File: src/rtl/toy_mem_arbiter.sv
// Shares one single-port synchronous SRAM between the RISC_TOY fetch and data ports.
// Data wins by default; a starvation counter forces a fetch grant after STARVE_MAX denials.
module toy_mem_arbiter #(
    parameter int unsigned BW         = 32,
    parameter int unsigned AW         = 10,
    parameter int unsigned STARVE_MAX = 3
) (
    input  logic          CLK,
    input  logic          RSTN,
    input  logic          IREQ,
    input  logic [29:0]   IADDR,
    output logic          IGNT,
    output logic          IVALID,
    output logic [BW-1:0] INSTR,
    input  logic          DREQ,
    input  logic          DRW,
    input  logic [29:0]   DADDR,
    input  logic [BW-1:0] DWDATA,
    output logic          DGNT,
    output logic          DVALID,
    output logic [BW-1:0] DRDATA,
    output logic          CSN,
    output logic          WEN,
    output logic [AW-1:0] A,
    output logic [BW-1:0] DI,
    input  logic [BW-1:0] DOUT
);

    localparam int unsigned CW = 4;

    typedef enum logic [1:0] {
        RSP_NONE = 2'd0,
        RSP_IRD  = 2'd1,
        RSP_DRD  = 2'd2
    } rsp_t;

    rsp_t          rsp_owner;
    rsp_t          rsp_next;
    logic [CW-1:0] starve_cnt;
    logic [CW-1:0] starve_next;
    logic [BW-1:0] instr_q;
    logic [BW-1:0] drdata_q;
    logic          igrant;
    logic          dgrant;

    // Upper address bits are deliberately discarded: the SRAM address space wraps.
    logic unused_addr_bits;
    assign unused_addr_bits = ^{IADDR[29:AW], DADDR[29:AW]};

    // Response owner and starvation counter registers
    always_ff @(posedge CLK or negedge RSTN) begin
        if (!RSTN) begin
            rsp_owner  <= RSP_NONE;
            starve_cnt <= '0;
        end else begin
            rsp_owner  <= rsp_next;
            starve_cnt <= starve_next;
        end
    end

    // Grant decision, next response owner and next starvation count
    always_comb begin
        igrant      = 1'b0;
        dgrant      = 1'b0;
        rsp_next    = RSP_NONE;
        starve_next = '0;
        if (RSTN) begin
            if (IREQ && (!DREQ || starve_cnt == CW'(STARVE_MAX))) begin
                igrant = 1'b1;
            end else if (DREQ) begin
                dgrant = 1'b1;
            end
        end
        if (igrant) begin
            rsp_next = RSP_IRD;
        end else if (dgrant && !DRW) begin
            rsp_next = RSP_DRD;
        end
        if (IREQ && !igrant) begin
            starve_next = (starve_cnt == CW'(STARVE_MAX)) ? starve_cnt : starve_cnt + CW'(1);
        end
    end

    // Last delivered words, held between responses
    always_ff @(posedge CLK or negedge RSTN) begin
        if (!RSTN) begin
            instr_q  <= '0;
            drdata_q <= '0;
        end else begin
            if (rsp_owner == RSP_IRD) instr_q  <= DOUT;
            if (rsp_owner == RSP_DRD) drdata_q <= DOUT;
        end
    end

    assign IGNT   = igrant;
    assign DGNT   = dgrant;
    assign IVALID = (rsp_owner == RSP_IRD);
    assign DVALID = (rsp_owner == RSP_DRD);
    assign INSTR  = IVALID ? DOUT : instr_q;
    assign DRDATA = DVALID ? DOUT : drdata_q;

    // SRAM pin drive
    assign CSN = ~(igrant | dgrant);
    assign WEN = ~(dgrant & DRW);
    assign A   = igrant ? IADDR[AW-1:0] : (dgrant ? DADDR[AW-1:0] : '0);
    assign DI  = (dgrant && DRW) ? DWDATA : '0;

endmodule

File: config.mk
export PLATFORM = sky130hd
export DESIGN_NAME = toy_mem_arbiter
export DESIGN_NICKNAME = d
export VERILOG_FILES = /design/src/rtl/toy_mem_arbiter.sv
export SDC_FILE = /design/constraint.sdc
export NUM_CORES = 1
export LEC_CHECK = 0
export CAP_MARGIN = 20
export CORE_MARGIN = 2
export CORE_UTILIZATION = 33
export DETAILED_ROUTE_END_ITERATION = 8
export GPL_TIMING_DRIVEN = 0
export PLACE_DENSITY = 0.84
export SLEW_MARGIN = 10
export SYNTH_ARGS = -nofsm -noshare
export SYNTH_HDL_FRONTEND = slang
export SYNTH_SLANG_ARGS = --single-unit
File: constraint.sdc
create_clock -name CLK -period 2.3 [get_ports CLK]
set_input_delay 0.345 -clock CLK [delete_from_list [all_inputs] [get_ports CLK]]
set_output_delay 0.345 -clock CLK [all_outputs]
set_load 0.05 [all_outputs]
==> results.toml <==
[clock_network]
cts_sinks = 70
htree_levels = 3
worstSkewPairLatency_ns = 0.34
cts_made_buffers = 9
cts_max_path_buffers = 2
cts_tree = "built"
clk_pin_slew_ns = 0.08
ctsRootBufferMaster = "clkbuf_8"

[sta]
setup_violations = 0
min_period_ns = 2.30
final_hold_viol_count = 0
slew_viol_final = 0
worst_pin_slew_ns = 0.912
slew_headroom = 0.390
finalCritPeriodShare = 0.999
rsz0062_at_grt = "true"
fmax_mhz = 435
whs_ns = 0.0791
clock_skew_ns = 0.00648

[power]
peakVddDrop_mv = 0.470
p_leak_uw = 0.00255
p_per_area_nw_per_um2 = 805

[critical_path]
slowest_delay_ns = 0.36
worst_path_most_repeated_cell = "buf_6"
critPathKind = "reg2out"
crit_chain = "ha_2 -> nor3b_4 -> a21oi_2 -> buf_6 -> a22o_1 -> buf_6"
reg2reg_from = "starve_cnt[1]"
r2r_slack_ns = 0.63
worstPathRequired_ns = 1.96
cp_num_cells = 6
endpoint_kind = "output port"
r2r_end = "starve_cnt[1]"
cp.arrival_ns = 1.95
cp_top_family = "compound AO/OA/AOI/OAI gates"
crit_fanout = 10
r2r_cells = 5
cp_slowest_cell = "dfrtp_1"
cp-start-kind = "flip-flop"
crit_buf_inv = 2

[routing]
final_antenna_net_count = 0
dr.max_layer_used = "met4"
dr.pass1.iters = 4
drt-total-wl_um = 9560
wl_met3_um = 804
via_per_inst = 4.66
vias = 2560
wl_per_cell_um = 17.4
wl_met2_um = 5220
drcViolationCount = 0
drt_iter0_drc = 49
wl_met1_um = 3400

[final_layout]
syn2layout_area_growth_pct = 86.1
diodes = 0
layoutNonFillerInstCount = 549
final_cell_mix = "clkdlybuf4s50_1, dfrtp_1, mux2_2, buf_2, clkdlybuf4s15_2"
drive_gt1_frac = 0.551
nets = 566
final_common_cell = "clkdlybuf4s50_1"

[die]
die-area_sq_um = 9940
core_sq_um = 8810
die_y_um = 99.7
num_rows = 34
chipWidth_um = 99.7
ios = 241
start_util = 0.343

[global_routing]
grt_antenna_before_repair = 0
grt_pass1_wl_um = 14300
grt_max_degree = 27
track_usage = 0.188
grt_overflow = 0
grt_pass1_vias = 2850

[outcome]
status = "completed"

[hold_path]
hold_path.class = "in2async"

[job]
maxCapViolations = 0

[logic_synthesis]
yosys-top-cells-area = "dfrtp_1, mux2_2, and2_1"
synth_top_family_by_area = "multiplexers"
synthMuxAreaShare = 0.242
synth_top_cell_area_share = 0.579
synth_xor_area_frac = 0.00579
syn_avg_cell_area_sq_um = 14.1
ys_seq_elements = 70
synth_top_area_cell = "dfrtp_1"
syn_nets = 345
synth_compound_area_frac = 0.0451
syn_area_sq_um = 3020
yosys.area_share.adder = 0.00414
seq_area_frac_synth = 0.579
ys_warn_count = 0
synthSimpleGateAreaFrac = 0.0935
syn_inst = 215
yosysUniqueCellTypes = 22

[placement]
gp_congestion = 0.762
placed_cells = 524
hpwlAfterDp_um = 6810
portBuffers = 200
==> synth_stat cells <==
cell,n
nor2_1,1
nand3b_1,1
clkbuf_1,5
nand2_1,1
nand2b_1,1
buf_6,2
mux2_2,65
nand3_1,1
nor3b_4,1
a211oi_4,1
o21ai_0,2
nor2b_1,1
xnor2_1,2
buf_2,6
o211a_1,1
a22o_1,10
and3_1,4
ha_1,1
and2_1,33
dfrtp_1,70
a21oi_2,1
inv_1,5
==> kinds of logic after synthesis <==
family                     Yosys count
buffers and inverters               18
and+or+nand+nor                     44
AOI/OAI and AO/OA                   15
adders and majority gates            1
xor gates and xnor gates             2
muxes                               65
DFF                                 70
==> cell type report <==
| class | instances | area (sq um) |
|---|---|---|
| well taps | 108 | 135 |
| flip-flops and latches | 70 | 1750 |
| fillers | 648 | 3180 |
| repair buffers | 211 | 2150 |
| clock buffers | 11 | 151 |
| inverters | 5 | 18.8 |
| clock inverters | 5 | 33.8 |
| plain buffers | 12 | 129 |
| multi-input cells | 127 | 1260 |
==> worst register-to-register path: stages, from the launching register on <==
cell	delay (ns)
dfrtp_1	0.36
ha_2	0.19
nor3b_4	0.34
buf_4	0.19
mux2_2	0.31
and3_1	0.18
==> worst max path at each step <==
stage / start / to / slack (ns)
global route: starve_cnt[0] / A[1] / -0.14
finish: starve_cnt[1] / A[2] / 0.002
CTS: starve_cnt[1] / A[1] / 0.003
floorplan: starve_cnt[0] / CSN / 0.09
detailed placement: RSTN / DI[23] / -0.80
global placement: RSTN / DI[24] / -3.35
==> timing repair <==
action | 4_1_cts | 5_1_grt
hold endpoints to repair | 20 | 0
buffers inserted | 6 | 22
gates resized for setup | 566 | 72
pin swaps | 3 | 22
hold buffers | 2 | 0
gates cloned | 2 | 0
endpoints found under the setup margin | 112 | 78
==> where the power goes <==
| part | switching, uW | internal (uW) | leakage [uW] |
|---|---|---|---|
| clock | 461 | 448 | 0.0000913 |
| sequential | 56.8 | 1480 | 0.000834 |
| combinational | 1380 | 711 | 0.00162 |
| total | 1900 | 2630 | 0.00255 |
==> per-layer routing <==
layer  up-vias  track usage
met2       114        0.354
met4         0       0.0379
met1      1256        0.194
li1       1180            -
met3        10       0.0780
met5         -            0
==> flip-flops by register name, summed over array words and instances (netlist names) <==
signal,cells
rsp_owner,2
instr_q,32
drdata_q,32
starve_cnt,4
==> stage by stage <==
stage               setup TNS (ns)  power (uW)   util  cell area [sq um]  setup slack (ns)
finish                           0        4530  0.639               5630           0.00198
global route                 -3.74        4730  0.639               5630            -0.143
CTS                              0        4550  0.618               5440           0.00336
detailed placement          -41.53        3750  0.589               5180            -0.803
global placement           -268.34        3710  0.586               5160             -3.35
floorplan                        0        2950      -               3020            0.0862
(Power assumes the default switching activity.)
